File: config.mk
export PLATFORM = sky130hd
export DESIGN_NAME = target_hit_flat
export DESIGN_NICKNAME = d
export VERILOG_FILES = /design/src/rtl/target_hit_if.sv /design/src/rtl/target_hit.sv /design/src/flat_wrapper.sv
export SDC_FILE = /design/constraint.sdc
export NUM_CORES = 1
export LEC_CHECK = 0
export BUFFER_PORTS_ARGS = -buffer_cell sky130_fd_sc_hd__buf_4
export CAP_MARGIN = 20
export CORE_UTILIZATION = 51
export DETAILED_ROUTE_END_ITERATION = 10
export PLACE_DENSITY = 0.81
export SETUP_SLACK_MARGIN = 0.3
export SYNTH_ARGS = -nofsm -noshare
export SYNTH_HDL_FRONTEND = slang
export SYNTH_SLANG_ARGS = --single-unit
File: constraint.sdc
create_clock -name clk -period 3.65 [get_ports clk]
set_clock_uncertainty 0.1 [all_clocks]
set_input_delay 0 -clock clk [delete_from_list [all_inputs] [get_ports clk]]
set_output_delay 0 -clock clk [all_outputs]
set_load 0.05 [all_outputs]
File: src/rtl/target_hit_if.sv
// Target block bus: bullet/pixel inputs in, hit status and pixel colour out.
// Pure wiring; no latency, no backpressure.
interface target_hit_if;
    logic        update_clk;
    logic [9:0]  col;
    logic [9:0]  row;
    logic [10:0] bullet_x;
    logic [10:0] bullet_y;
    logic [3:0]  hp;
    logic [1:0]  state;
    logic        hit;
    logic        killed;
    logic [7:0]  hits_total;
    logic        is_target;
    logic [11:0] target_rgb;

    modport master (
        output update_clk, col, row, bullet_x, bullet_y,
        input  hp, state, hit, killed, hits_total, is_target, target_rgb
    );

    modport slave (
        input  update_clk, col, row, bullet_x, bullet_y,
        output hp, state, hit, killed, hits_total, is_target, target_rgb
    );
endinterface

File: src/rtl/target_hit.sv
// Bullet-vs-target hit detection with hp, flash/respawn timers and pixel output.
// Tick effects land two clk edges after update_clk is first sampled high; pixel path combinational; no backpressure.
module target_hit #(
    parameter int          target_x      = 600,
    parameter int          target_y      = 400,
    parameter int          target_w      = 32,
    parameter int          target_h      = 32,
    parameter int          bullet_w      = 4,
    parameter int          bullet_h      = 4,
    parameter int          max_hp        = 5,
    parameter int          flash_ticks   = 8,
    parameter int          respawn_ticks = 120,
    parameter logic [11:0] color_alive   = 12'hF00,
    parameter logic [11:0] color_flash   = 12'hFF0
) (
    input  logic        clk,
    input  logic        rst,
    target_hit_if.slave bus
);

    typedef enum logic [1:0] {
        ALIVE = 2'b00,
        FLASH = 2'b01,
        DEAD  = 2'b10
    } state_t;

    localparam int CNT_MAX = (flash_ticks > respawn_ticks) ? flash_ticks : respawn_ticks;
    localparam int CNT_W   = $clog2(CNT_MAX + 1);

    localparam logic [CNT_W-1:0] FLASH_CNT   = CNT_W'(flash_ticks);
    localparam logic [CNT_W-1:0] RESPAWN_CNT = CNT_W'(respawn_ticks);
    localparam logic [CNT_W-1:0] CNT_ONE     = CNT_W'(1);
    localparam logic [3:0]       HP_FULL     = 4'(max_hp);

    localparam logic signed [11:0] OV_L = 12'(target_x);
    localparam logic signed [11:0] OV_R = 12'(target_x + target_w);
    localparam logic signed [11:0] OV_T = 12'(target_y);
    localparam logic signed [11:0] OV_B = 12'(target_y + target_h);
    localparam logic signed [11:0] BW   = 12'(bullet_w);
    localparam logic signed [11:0] BH   = 12'(bullet_h);

    localparam logic [10:0] PIX_L = 11'(target_x);
    localparam logic [10:0] PIX_R = 11'(target_x + target_w);
    localparam logic [10:0] PIX_T = 11'(target_y);
    localparam logic [10:0] PIX_B = 11'(target_y + target_h);

    // update_clk is asynchronous: two flops to synchronise, a third to find the rising edge
    logic s1, s2, s3;
    logic tick;

    always_ff @(posedge clk) begin
        if (rst) begin
            s1 <= 1'b0;
            s2 <= 1'b0;
            s3 <= 1'b0;
        end else begin
            s1 <= bus.update_clk;
            s2 <= s1;
            s3 <= s2;
        end
    end

    assign tick = s2 & ~s3;

    // Positions arrive biased by +1 so column -1 is representable; undo it in signed space
    logic signed [11:0] bl;
    logic signed [11:0] bt;
    logic               ov;

    assign bl = $signed({1'b0, bus.bullet_x}) - 12'sd1;
    assign bt = $signed({1'b0, bus.bullet_y}) - 12'sd1;
    assign ov = (bl < OV_R) && ((bl + BW) > OV_L) &&
                (bt < OV_B) && ((bt + BH) > OV_T);

    state_t           state_q, state_d;
    logic [CNT_W-1:0] cnt_q, cnt_d;
    logic [3:0]       hp_q, hp_d;
    logic             prev_ov_q, prev_ov_d;
    logic [7:0]       total_q, total_d;
    logic             hit_q, hit_d;
    logic             killed_q, killed_d;

    always_ff @(posedge clk) begin
        if (rst) begin
            state_q   <= ALIVE;
            cnt_q     <= '0;
            hp_q      <= HP_FULL;
            prev_ov_q <= 1'b0;
            total_q   <= 8'd0;
            hit_q     <= 1'b0;
            killed_q  <= 1'b0;
        end else begin
            state_q   <= state_d;
            cnt_q     <= cnt_d;
            hp_q      <= hp_d;
            prev_ov_q <= prev_ov_d;
            total_q   <= total_d;
            hit_q     <= hit_d;
            killed_q  <= killed_d;
        end
    end

    always_comb begin
        state_d   = state_q;
        cnt_d     = cnt_q;
        hp_d      = hp_q;
        prev_ov_d = prev_ov_q;
        total_d   = total_q;
        hit_d     = 1'b0;
        killed_d  = 1'b0;

        case (state_q)
            ALIVE: begin
                // Only a fresh overlap counts, so one bullet passing through hits once
                if (tick && ov && !prev_ov_q) begin
                    hp_d  = hp_q - 4'd1;
                    hit_d = 1'b1;
                    if (total_q != 8'hFF) begin
                        total_d = total_q + 8'd1;
                    end
                    if (hp_q == 4'd1) begin
                        state_d  = DEAD;
                        cnt_d    = RESPAWN_CNT;
                        killed_d = 1'b1;
                    end else begin
                        state_d = FLASH;
                        cnt_d   = FLASH_CNT;
                    end
                end
            end
            FLASH: begin
                if (tick) begin
                    cnt_d = cnt_q - CNT_ONE;
                    if (cnt_q == CNT_ONE) begin
                        state_d = ALIVE;
                    end
                end
            end
            DEAD: begin
                if (tick) begin
                    cnt_d = cnt_q - CNT_ONE;
                    if (cnt_q == CNT_ONE) begin
                        state_d = ALIVE;
                        hp_d    = HP_FULL;
                    end
                end
            end
            default: begin
                state_d = ALIVE;
            end
        endcase

        if (tick) begin
            prev_ov_d = ov;
        end
    end

    logic [10:0] col_w;
    logic [10:0] row_w;
    logic        in_box;
    logic        visible;

    assign col_w   = {1'b0, bus.col};
    assign row_w   = {1'b0, bus.row};
    assign in_box  = (col_w >= PIX_L) && (col_w < PIX_R) &&
                     (row_w >= PIX_T) && (row_w < PIX_B);
    assign visible = in_box && (state_q != DEAD);

    always_comb begin
        bus.target_rgb = 12'h000;
        if (visible) begin
            bus.target_rgb = (state_q == FLASH) ? color_flash : color_alive;
        end
    end

    assign bus.is_target  = visible;
    assign bus.hp         = hp_q;
    assign bus.state      = state_q;
    assign bus.hit        = hit_q;
    assign bus.killed     = killed_q;
    assign bus.hits_total = total_q;

endmodule

File: src/flat_wrapper.sv
// flat-port wrapper written by rule: the top's interface ports become plain ports
module target_hit_flat 
#(
    parameter int          target_x      = 600,
    parameter int          target_y      = 400,
    parameter int          target_w      = 32,
    parameter int          target_h      = 32,
    parameter int          bullet_w      = 4,
    parameter int          bullet_h      = 4,
    parameter int          max_hp        = 5,
    parameter int          flash_ticks   = 8,
    parameter int          respawn_ticks = 120,
    parameter logic [11:0] color_alive   = 12'hF00,
    parameter logic [11:0] color_flash   = 12'hFF0
)
  (clk, rst, bus_update_clk, bus_col, bus_row, bus_bullet_x, bus_bullet_y, bus_hp, bus_state, bus_hit, bus_killed, bus_hits_total, bus_is_target, bus_target_rgb);
  target_hit_if bus_i ();
  input  logic clk;
  input  logic rst;
  input wire logic [$bits(bus_i.update_clk)-1:0] bus_update_clk;
  input wire logic [$bits(bus_i.col)-1:0] bus_col;
  input wire logic [$bits(bus_i.row)-1:0] bus_row;
  input wire logic [$bits(bus_i.bullet_x)-1:0] bus_bullet_x;
  input wire logic [$bits(bus_i.bullet_y)-1:0] bus_bullet_y;
  output wire logic [$bits(bus_i.hp)-1:0] bus_hp;
  output wire logic [$bits(bus_i.state)-1:0] bus_state;
  output wire logic [$bits(bus_i.hit)-1:0] bus_hit;
  output wire logic [$bits(bus_i.killed)-1:0] bus_killed;
  output wire logic [$bits(bus_i.hits_total)-1:0] bus_hits_total;
  output wire logic [$bits(bus_i.is_target)-1:0] bus_is_target;
  output wire logic [$bits(bus_i.target_rgb)-1:0] bus_target_rgb;
  assign bus_i.update_clk = bus_update_clk;
  assign bus_i.col = bus_col;
  assign bus_i.row = bus_row;
  assign bus_i.bullet_x = bus_bullet_x;
  assign bus_i.bullet_y = bus_bullet_y;
  assign bus_hp = bus_i.hp;
  assign bus_state = bus_i.state;
  assign bus_hit = bus_i.hit;
  assign bus_killed = bus_i.killed;
  assign bus_hits_total = bus_i.hits_total;
  assign bus_is_target = bus_i.is_target;
  assign bus_target_rgb = bus_i.target_rgb;
  target_hit #(.target_x(target_x), .target_y(target_y), .target_w(target_w), .target_h(target_h), .bullet_w(bullet_w), .bullet_h(bullet_h), .max_hp(max_hp), .flash_ticks(flash_ticks), .respawn_ticks(respawn_ticks), .color_alive(color_alive), .color_flash(color_flash)) u_core (.clk(clk), .rst(rst), .bus(bus_i));
endmodule
### After elaboration in Yosys (flattened, before gate mapping)

Cells that the tools add are included.

* register bits after elaboration: 27
* latch bits: 0
* memory bits (writable): 0
* ROM bits: 0
* input bits: 45
* output and inout bits: 29
* word-level logic and storage cells: 77
* memories kept: 0

* add/sub/neg operators: 7
* $mul: 0
* divide/modulo/power cells: 0
* magnitude comparators: 8
* eq/ne operators: 11
* shift operators: 0
* mux-type cells: 17
* bitwise logic cells: 4
* reductions and logical operators: 20

Operators by type and width (number)
* 12-bit by 4-bit adder with 12-bit output (second input constant): 2
* 11-bit by 1-bit subtractor with 12-bit output (second input constant): 2
* 7-bit two-way mux: 3
* 7-bit case mux with 2 select lines: 1
* 12-bit by 10-bit greater-than comparator with 1-bit output (second input constant): 1
* 12-bit by 11-bit greater-than comparator with 1-bit output (second input constant): 1
* 12-bit by 10-bit less-than comparator with 1-bit output (second input constant): 1
* 12-bit by 11-bit less-than comparator with 1-bit output (second input constant): 1
* 12-bit two-way mux: 1
* 4-bit two-way mux: 3
* 10-bit greater-or-equal comparator (second input constant): 1
* 10-bit by 9-bit greater-or-equal comparator with 1-bit output (second input constant): 1
* 10-bit less-than comparator (second input constant): 1
* 10-bit by 9-bit less-than comparator with 1-bit output (second input constant): 1
* 2-bit by 1-bit != test with 1-bit output (second input constant): 5
* 1-bit logical AND: 9
* 3-bit AND reduction: 3
* 8-bit by 1-bit adder with 8-bit output (second input constant): 1
* 2-bit two-way mux: 4
* 8-bit two-way mux: 1
* 8-bit != test (second input constant): 1
* 4-bit case mux with 2 select lines: 1
* 7-bit by 1-bit equality test with 1-bit output (second input constant): 1
* 7-bit by 1-bit subtractor with 7-bit output (second input constant): 1
* other kinds (15): 20

### Logic depth before layout (Yosys ltp)

Gate-level depths: netlist (run 1).

* depth in word-level cells: 10
* gate-level depth with buffers: 12
* mapped depth without buffers: 11

### Worst setup path after synthesis (run 1)

OpenSTA, ideal clock, no wires.

* kind: register -> output
* from: register u_core.state_q[0], in the netlist u_core.bus.state[0]
* to: output port bus_target_rgb[5]
* arrival time: 3.576 ns
* required time: 3.550 ns
* slack: -0.026 ns
* cell stages (with the launch flop): 9
* cell sequence: dfxtp_1 > inv_1 > ha_1 > clkbuf_1 > nor2_1 > nand3_1 > nor3_1 > and2_1 > buf_4

* longest elaborated chain between the ends: 3

RTL lines
* start, declared: RTL line target_hit.sv:75 `state_t state_q, state_d;`
* start signal, assigned: RTL line target_hit.sv:93 `state_q <= state_d;`
* 2-bit != test: RTL line target_hit.sv:167 `assign visible = in_box && (state_q != DEAD);`
* 1-bit logical AND: RTL line target_hit.sv:167
* named net bus_is_target: RTL line flat_wrapper.sv:30 `output wire logic [$bits(bus_i.is_target)-1:0] bus_is_target;`
* 12-bit two-way mux: RTL line target_hit.sv:171 `if (visible) begin`
* end, declared: RTL line flat_wrapper.sv:31 `output wire logic [$bits(bus_i.target_rgb)-1:0] bus_target_rgb;`

The timed path passes the listed nets, and every way through them passes these cells.

### Final worst setup path (run 1)

* from: input port bus_bullet_x[1]
* to: register u_core.total_q[4], in the netlist u_core.bus.hits_total[4]

* longest elaborated chain between the ends: 9

RTL lines
* start, declared: RTL line flat_wrapper.sv:23 `input wire logic [$bits(bus_i.bullet_x)-1:0] bus_bullet_x;`
* 11-bit by 1-bit subtractor with 12-bit output (*): RTL line target_hit.sv:70 `assign bl = $signed({1'b0, bus.bullet_x}) - 12'sd1;`
* 12-bit by 4-bit adder with 12-bit output: RTL line target_hit.sv:72 `assign ov = (bl < OV_R) && ((bl + BW) > OV_L) &&`
* 12-bit by 11-bit greater-than comparator with 1-bit output: RTL line target_hit.sv:72
* 1-bit logical AND (*) (2 in a row): RTL line target_hit.sv:72
* 1-bit logical AND (*): RTL line target_hit.sv:73 `(bt < OV_B) && ((bt + BH) > OV_T);`
* 1-bit logical AND (*) (2 in a row): RTL line target_hit.sv:115 `if (tick && ov && !prev_ov_q) begin`
* 3-bit AND reduction (no source line) (*)
* end signal, assigned: RTL line target_hit.sv:97 `total_q <= total_d;`
* end, declared: RTL line target_hit.sv:79 `logic [7:0] total_q, total_d;`

Every way passes the cells marked *; elsewhere a longest branch is shown, timed or not.
A chain may end at the register's enable or synchronous reset.

==> results of run 1 <==
==> final timing paths <==
path | depth (start not counted) | to | slack [ns]
setup / recovery | 11 | u_core.bus.hits_total[4] | 0.58
hold / removal | 2 | u_core.bus.hits_total[5] | 0.02
setup reg to reg | 8 | u_core.cnt_q[6] | 0.84
hold reg to reg | 1 | u_core.s2 | 0.36
==> layout make-up <==
cell class	count	area, um2	area share, %
multi-input combinational	219	1453	54.79
sequential	27	540.5	20.39
timing repair buffer	65	490.5	18.50
tap	50	62.56	2.360
inverter	16	60.06	2.265
clock buffer	4	45.04	1.699
==> cell families (layout without fill, tap and decap cells) <==
kind of cell	count (synthesis)	in the layout	synth area share, %
AND/OR/NAND/NOR	122	122	31.00
AO/OA/AOI/OAI	72	72	24.75
buffers and inverters	36	85	8.348
flip-flops	27	27	25.22
adder cells (fa/ha/maj)	10	10	5.838
XOR/XNOR	9	9	3.678
multiplexers	2	2	0.9924
other	1	4	0.1750
==> sequential cells by signal, indices dropped and copies added (netlist names) <==
register and flops:
u_core.bus.killed 1, u_core.prev_ov_q 1, u_core.bus.hit 1, u_core.bus.hits_total 8, u_core.s3 1, u_core.cnt_q 7, u_core.s1 1, u_core.s2 1
u_core.bus.state 2, u_core.bus.hp 4
==> per-stage QoR <==
stage	power (mW)	cell area, um2	hold WS, ns
CTS	0.5810	2639	0.01683
floorplan	0.3671	2160	0.02818
finish	0.5781	2651	0.02421
global placement	0.4125	2584	0.1159
detailed placement	0.4148	2584	0.1211
global route	0.6075	2651	0.02337
==> power breakdown <==
group | switching (mW) | total [mW] | internal (mW)
logic | 0.0620 | 0.113 | 0.0510
registers | 0.00135 | 0.298 | 0.296
clock network | 0.0892 | 0.167 | 0.0782
total | 0.153 | 0.578 | 0.426
==> cell usage in the layout, fill, tap and decap left out, types with 3 or more instances in the layout <==
cell type / Yosys / layout
buf_4: 11 / 64
nor2_1: 27 / 27
dfxtp_1: 27 / 27
a21oi_1: 18 / 18
inv_1: 16 / 16
nor3_1: 17 / 15
nand2_1: 14 / 14
nand3_1: 12 / 12
ha_1: 10 / 10
o21ai_0: 8 / 8
nand2b_1: 8 / 8
nor2b_1: 8 / 8
xor2_1: 7 / 7
or4_1: 6 / 6
o32ai_1: 6 / 6
nand3b_1: 5 / 5
nand4_1: 5 / 5
o211ai_1: 4 / 4
nor4_1: 5 / 4
conb_1: 1 / 4
o41ai_1: 3 / 3
or2_2: 3 / 3
or3_1: 3 / 3
a31oi_1: 3 / 3
a221oi_1: 3 / 3
o31ai_1: 3 / 3
clkbuf_8: 0 / 3
==> worst max-delay path: cells and delay by family <==
kind / cells / cell delay, ns
AO/OA/AOI/OAI: 4 / 1.09
adder cells (fa/ha/maj): 1 / 0.26
AND/OR/NAND/NOR: 3 / 1.35
buffers and inverters: 1 / 0.13
XOR/XNOR: 2 / 0.33
==> repair_timing <==
item,4_1_cts,5_1_grt
endpoints found under the setup margin,0,11
hold endpoints to repair,1,0
hold buffers,1,0
resized for setup,0,3
==> routing by layer <==
layer,vias to the layer above,wire (um),track usage (%)
li1,1138,-,-
met1,1041,2234,29.67
met2,83,2558,42.30
met3,4,394,3.767
met4,0,34,4.255
met5,-,0,0
==> results.toml, run 1 <==
[run_status]
status = "completed"

[worst_setup_path]
worstPathCellList = "buf_4, nor3_2, xor2_1, ha_1, or4_1, o32ai_1, xnor2_1, o21ai_2, a311o_2, or4_1, a21oi_1"
crit_slowest_cell = "or4_1"
startpoint_type = "input pin"
timing.rr.start = "u_core.bus.state[0]"
crit_arrival_ns = 3.18
crit_start = "bus_bullet_x[1]"
critPathMaxFanout = 17
max_stage_delay_ns = 0.57
cpMostUsedCell = "or4_1"
worst_setup_path_end_kind = "flip-flop"
crit_type = "input pin to flip-flop"
critPathRequiredTime_ns = 3.75

[worst_hold_path]
hp-start = "rst"
holdCritPathClass = "input pin to flip-flop"

[detailed_routing]
post_drt_wl_per_cell_um = 13.70
drt-initial-drc-count = 122
vias = 2266
dr.pass1.iters = 4
drt.antenna.violating_nets = 0
route.detailed.drc = 0
wl_mm = 5.221
viasPerCell = 5.948

[timing]
slew-limit-headroom_pct = 59.00
tightestPinTransition_ns = 0.6071
maxSlewViolCount = 0
rsz0062_at_grt = "no"
fmax_mhz = 325.4
fin_tns_setup_ns = 0
post-route-min-period_ns = 3.073
setup_ws_ns = 0.5773
setup_violations = 0
hold_viol_final = 0
finalCritPeriodShare_pct = 84.18

[global_route]
grt_first_pass_wirelength_mm = 8.404
grt_pass1_vias = 1964
grt_usage_pct = 23.64
antenna_found_initial = 0
grt_remaining_overflow = 0
grt_max_degree = 35

[logic_synthesis]
ys_seq_area_share_pct = 25.22
syn_inst = 279
synthFlopType = "dfxtp_1"
synth_edf_count = 0
synth_top_area_cell = "dfxtp_1"
yosys_warnings = 0
synth.avg_cell_area_um2 = 7.682
synth.top_cell.area_share_pct = 25.22
async_flop_share_pct = 0
ys_top_cells_by_count = "27 x dfxtp_1, 27 x nor2_1, 18 x a21oi_1"
netlist_area_um2 = 2143
synth-seq-cells = 27
synth.area.top_cells = "dfxtp_1 25%, ha_1 5.8%, nor2_1 4.7%"
yosys.cell_types.count = 61

[placed_design]
dp_cells = 376
port_buffers = 62
dp_hpwl_mm = 3.933
place_ws_ns = 0.1384
place_congestion = 0.8663

[clock_network]
post_cts_buffers = 0
clk_pin_slew_worst_paths_ns = 0.09
cts_root_buf = "clkbuf_8"
htreeDepth = 1
clockBufferDepth = 2
cts_buffers = 3
cts.sink_count = 27
clk_latency_ns = 0.27
cts_tree = "done"

[power_and_ir_drop]
power.leakage_nw = 1.035
powerDensity_nw_per_um2 = 218.0
max-vdd-ir-drop_v = 0.0002142

[floorplanning]
dieHeight_um = 66.83
fp.dieW_um = 66.83
die_area_um2 = 4466
std_cell_rows = 23
io_pins = 74
core_um2 = 4029
start_util_pct = 53.20

[final_layout]
n_antenna_cell = 0
final_util_pct = 65.81
stdcell_count = 381
syn_to_final_growth_pct = 23.70
fillers = 363
drive_gt1_share_pct = 25.98
final_nets = 387

[flow_run]
drv_cap = 0
Power figures use the tool's default switching activity.
==> run 2, diff against run 1 <==
Clock period 3.65 ns to 2.9 ns, I/O delays scaled along.
==> run 2 against run 1 <==
Compared with the run above:
- via count increased by 7.3%
- die area unchanged
- first-iteration DRC count increased by 30%
- global-route usage increased by 2.2 points
- combinational power increased by 65%
- routed wire length increased by 13%
- design area increased by 14%
- register-to-register slack got worse by 0.49 ns
- non-clock buffer count increased by 25
- largest cell class unchanged
==> results.toml, run 2 (synthesis gave the netlist of run 1 again) <==
[run_status]
status = "completed"

[worst_setup_path]
worstPathCellList = "buf_4, nor3_4, xor2_1, ha_2, or4_4, o32ai_4, xnor2_2, o21ai_2, buf_4, a311o_2, a22o_1, mux2_4"
crit_type = "input pin to flip-flop"
critPathRequiredTime_ns = 2.97
timing.rr.start = "u_core.s3"
rr_worst_depth = 8
rr_endpoint = "u_core.bus.hp[1]"
startpoint_type = "input pin"
crit_arrival_ns = 2.66
max_stage_delay_ns = 0.46
crit_slowest_cell = "or4_4"
critPathMaxFanout = 4
cpMostUsedCell = "buf_4"
worst_setup_path_end_kind = "flip-flop"
reg2reg_setup_slack_ns = 0.35

[final_layout]
largest_reg_flops = 8
drive_gt1_share_pct = 37.82
n_antenna_cell = 0
fillers = 299
final_area_um2 = 3023
syn_to_final_growth_pct = 41.04
final_common_cell = "buf_4"
final_nets = 413
layout_common_cells = "87 x buf_4, 26 x nor2_1, 25 x dfxtp_1"

[timing]
fin_tns_setup_ns = 0
rsz0062_at_grt = "yes"
finalCritPeriodShare_pct = 89.38
hold_viol_final = 0
setup_violations = 0
maxSlewViolCount = 0
fmax_mhz = 385.8
post-route-min-period_ns = 2.592
slew-limit-headroom_pct = 50.55
tightestPinTransition_ns = 0.7337

[detailed_routing]
vias = 2432
wl_mm = 5.881
drt-initial-drc-count = 159
viasPerCell = 5.975
dr.pass1.iters = 4
post_drt_wl_per_cell_um = 14.45
drt.antenna.violating_nets = 0
route.detailed.drc = 0

[power_and_ir_drop]
p_switching_uw = 222.7
p_sw_share_pct = 28.50
power_frac_comb_pct = 23.8
clkPwrFrac_pct = 28.3
p_seq_share_pct = 48.0
max-vdd-ir-drop_v = 0.0002747
power.leakage_nw = 1.202
powerDensity_nw_per_um2 = 258.5
total_power_uw = 781.5
p_int_uw = 558.7

[clock_network]
cts_root_buf = "clkbuf_8"
clockBufferDepth = 2
htreeDepth = 1
clk_latency_ns = 0.27
cts.sink_count = 27
clk_pin_slew_worst_paths_ns = 0.10
cts_buffers = 3
cts_tree = "done"

[worst_hold_path]
hold_end = "u_core.s3"
hp-start = "rst"
hold_depth = 2
holdCritPathClass = "input pin to flip-flop"

[floorplanning]
fp.dieW_um = 66.83
start_util_pct = 53.20
core_um2 = 4029
io_pins = 74
die_area_um2 = 4466
dieHeight_um = 66.83
std_cell_rows = 23

[placed_design]
dp_hpwl_mm = 4.172
place_congestion = 0.8621
port_buffers = 62
placed_area_um2 = 2771

[global_route]
grt_remaining_overflow = 0
antenna_found_initial = 0
grt_usage_pct = 25.84
grt_max_degree = 35
grt_first_pass_wirelength_mm = 9.087
grt_pass1_vias = 2158

[flow_run]
drv_cap = 0
## run 2: how the worst max path moves through the flow
stage | start | end | cells after the start
after floorplan | bus_bullet_x[0] | u_core.bus.hp[1] | 10
after global placement | bus_bullet_x[0] | u_core.bus.hits_total[7] | 11
after detailed placement | bus_bullet_x[0] | u_core.bus.hits_total[7] | 11
after CTS | bus_bullet_x[2] | u_core.bus.hp[1] | 12
after global routing | bus_bullet_x[1] | u_core.bus.hp[1] | 10
final | bus_bullet_x[0] | u_core.bus.hp[1] | 12
## run 2: power groups by stage
stage	registers [mW]	logic [mW]	clock network (mW)
floorplan	0.384	0.0825	0
global placement	0.383	0.154	0
detailed placement	0.383	0.158	0
CTS	0.375	0.173	0.223
global route	0.375	0.201	0.238
finish	0.375	0.186	0.221
## run 2: per-stage QoR
| stage | util (%) | hold slack [ns] | setup slack, ns | std cells |
|---|---|---|---|---|
| floorplan | - | 0.02818 | 0.2675 | 282 |
| global placement | 68.79 | 0.1192 | -0.04213 | 393 |
| detailed placement | 68.79 | 0.1193 | -0.1345 | 393 |
| CTS | 72.64 | 0.007112 | 0.3205 | 407 |
| global route | 75.03 | 0.03343 | 0.2058 | 407 |
| finish | 75.03 | 0.01832 | 0.3079 | 407 |
## run 2: cell type report
cell class              instances  area, um2  area share, %
clock inverters                 1      7.507         0.2483
repair buffers                 90      685.7          22.68
clock buffers                   3      41.29          1.366
well taps                      50      62.56          2.070
inverters                      16      60.06          1.987
multi-input cells             220       1623          53.68
flip-flops and latches         27      543.0          17.96
## run 2: critical path: cells and delay by family
kind            cells  cell delay [ns]
compound gates      4             0.95
xor+xnor            2             0.27
simple gates        2             0.65
mux                 1             0.30
fa+ha+maj           1             0.21
buf+inv             2             0.29
## run 2: repair_timing
action / in CTS / in global routing
resized for setup: 7 / 15
setup buffers: 8 / 0
hold buffers: 1 / 0
hold endpoints to repair: 1 / 0
cloned: 1 / 0
endpoints found under the setup margin: 9 / 20
pin swaps: 7 / 12
## run 2: per-layer routing
metal | vias to the layer above | GRT usage [%] | wire length, um
met2 | 78 | 48.74 | 2987
li1 | 1188 | - | -
met4 | 0 | 4.521 | 59
met3 | 6 | 3.767 | 269
met1 | 1160 | 30.62 | 2564
met5 | - | 0 | 0
==> run 3, diff against run 2 <==
Settings changed: PLACE_DENSITY 0.81 to 0.9.
==> run 3 against run 2 <==
Compared with the run above:
- global-route usage barely moved
- first-iteration DRC count rose by 54%
- utilization fell by 0.90 points
- clock power fell by 2%
- sequential power barely moved
- final cell count fell by 0.74%
- register-to-register slack improved by 0.09 ns
- routed wire length rose by 2.7%
- largest cell class unchanged
- via count rose by 0.62%
- die area did not move
==> results.toml, run 3 (synthesis gave the netlist of run 1 again) <==
[run_status]
status = "completed"

[worst_setup_path]
worst_setup_path_end_kind = "flip-flop"
reg2reg_setup_slack_ns = 0.44
crit_type = "input pin to flip-flop"
critPathRequiredTime_ns = 3.01
critPathMaxFanout = 7
rr_worst_depth = 9
rr_endpoint = "u_core.cnt_q[0]"
startpoint_type = "input pin"
crit_arrival_ns = 2.78
timing.rr.start = "u_core.bus.state[0]"

[final_layout]
multiInputGateArea_um2 = 1604
n_antenna_cell = 0
final_nets = 410
fillers = 319
final_util_pct = 74.13
final_area_um2 = 2987
layout_common_cells = "83 x buf_4, 26 x nor2_1, 25 x dfxtp_1"
syn_to_final_growth_pct = 39.35
drive_gt1_share_pct = 36.72
stdcell_count = 404
largest_reg_flops = 8
regArea_um2 = 543.0
final_common_cell = "buf_4"

[global_route]
grt_remaining_overflow = 0
grt_usage_pct = 25.83
antenna_found_initial = 0
grt_max_degree = 35
grt_first_pass_wirelength_mm = 9.114
grt_pass1_vias = 2180

[clock_network]
cts_root_buf = "clkbuf_8"
cts_tree = "done"
cts.sink_count = 27
clk_pin_slew_worst_paths_ns = 0.09
clockBufferDepth = 2
htreeDepth = 1
cts_buffers = 3
clk_latency_ns = 0.27

[detailed_routing]
wl_mm = 6.041
viasPerCell = 6.057
route.detailed.drc = 0
post_drt_wl_per_cell_um = 14.95
drt-initial-drc-count = 245
vias = 2447
dr.pass1.iters = 4
drt.antenna.violating_nets = 0

[timing]
hold_viol_final = 0
fmax_mhz = 374.7
rsz0062_at_grt = "yes"
fin_tns_setup_ns = 0
post-route-min-period_ns = 2.668
slew-limit-headroom_pct = 66.82
finalCritPeriodShare_pct = 92.02
tightestPinTransition_ns = 0.4939
maxSlewViolCount = 0
fin_hold_ws_ns = 0.01062
setup_violations = 0

[worst_hold_path]
hp-start = "rst"
hold_depth = 2
holdCritPathClass = "input pin to flip-flop"
hold_end = "u_core.s2"

[placed_design]
dp_cells = 389
placed_area_um2 = 2741
dp_hpwl_mm = 4.172
port_buffers = 62
place_congestion = 0.9304

[floorplanning]
fp.dieW_um = 66.83
io_pins = 74
core_um2 = 4029
std_cell_rows = 23
dieHeight_um = 66.83
start_util_pct = 53.20
die_area_um2 = 4466

[power_and_ir_drop]
power.leakage_nw = 1.190
powerDensity_nw_per_um2 = 260.3
max-vdd-ir-drop_v = 0.0001961

[flow_run]
drv_cap = 0
## run 3: layout make-up
cell class              instances  area share (%)
flip-flops and latches         27           18.18
clock inverters                 1          0.1676
repair buffers                 87           22.45
multi-input cells             220           53.71
clock buffers                   3           1.382
inverters                      16           2.011
well taps                      50           2.095
## run 3: worst max-delay path, cell delays in order
cell	delay, ns
buf_8	0.10
nor3_4	0.23
xor2_2	0.11
ha_2	0.22
or4_4	0.45
o32ai_2	0.26
xnor2_1	0.22
o21ai_2	0.15
a311o_2	0.40
or4_1	0.51
a21oi_1	0.13
## run 3: where the power goes
part / total (mW) / switching [mW] / internal, mW / leakage (nW)
registers: 0.375 / 0.00168 / 0.373 / 0.219
logic: 0.187 / 0.0980 / 0.0892 / 0.946
clock network: 0.216 / 0.119 / 0.0964 / 0.0255
## run 3: repair_timing
| action | 4_1_cts | 5_1_grt |
|---|---|---|
| gates cloned | 1 | 0 |
| buffers inserted | 3 | 6 |
| hold endpoints to repair | 1 | 0 |
| gates resized for setup | 3 | 18 |
| setup endpoints to repair | 8 | 19 |
| hold buffers | 1 | 0 |
| pin swaps | 3 | 14 |
## run 3: per-layer routing
metal	GRT usage, %	up-vias	share of wire (%)
met5	0	-	0
met4	9.309	0	1.7
met3	3.938	10	6.5
met2	45.83	99	51
met1	31.00	1153	41
li1	-	1185	-
## run 3: how the worst max path moves through the flow
stage | slack [ns] | endpoint | cells after the start | from
floorplan | 0.27 | u_core.bus.hp[1] | 10 | bus_bullet_x[0]
global placement | -0.02 | u_core.bus.hits_total[7] | 11 | bus_bullet_x[0]
detailed placement | -0.09 | u_core.bus.hits_total[7] | 11 | bus_bullet_x[0]
CTS | 0.28 | u_core.bus.hp[1] | 12 | bus_bullet_x[0]
global route | 0.13 | u_core.cnt_q[2] | 13 | bus_bullet_x[2]
finish | 0.23 | u_core.bus.hits_total[7] | 11 | bus_bullet_x[2]
## run 3: stage by stage
step | power [mW] | worst slack, ns
2_1_floorplan | 0.4664 | 0.2675
3_3_place_gp | 0.5329 | -0.01689
3_5_place_dp | 0.5378 | -0.09090
4_1_cts | 0.7505 | 0.2801
5_1_grt | 0.8078 | 0.1343
6_report | 0.7775 | 0.2315
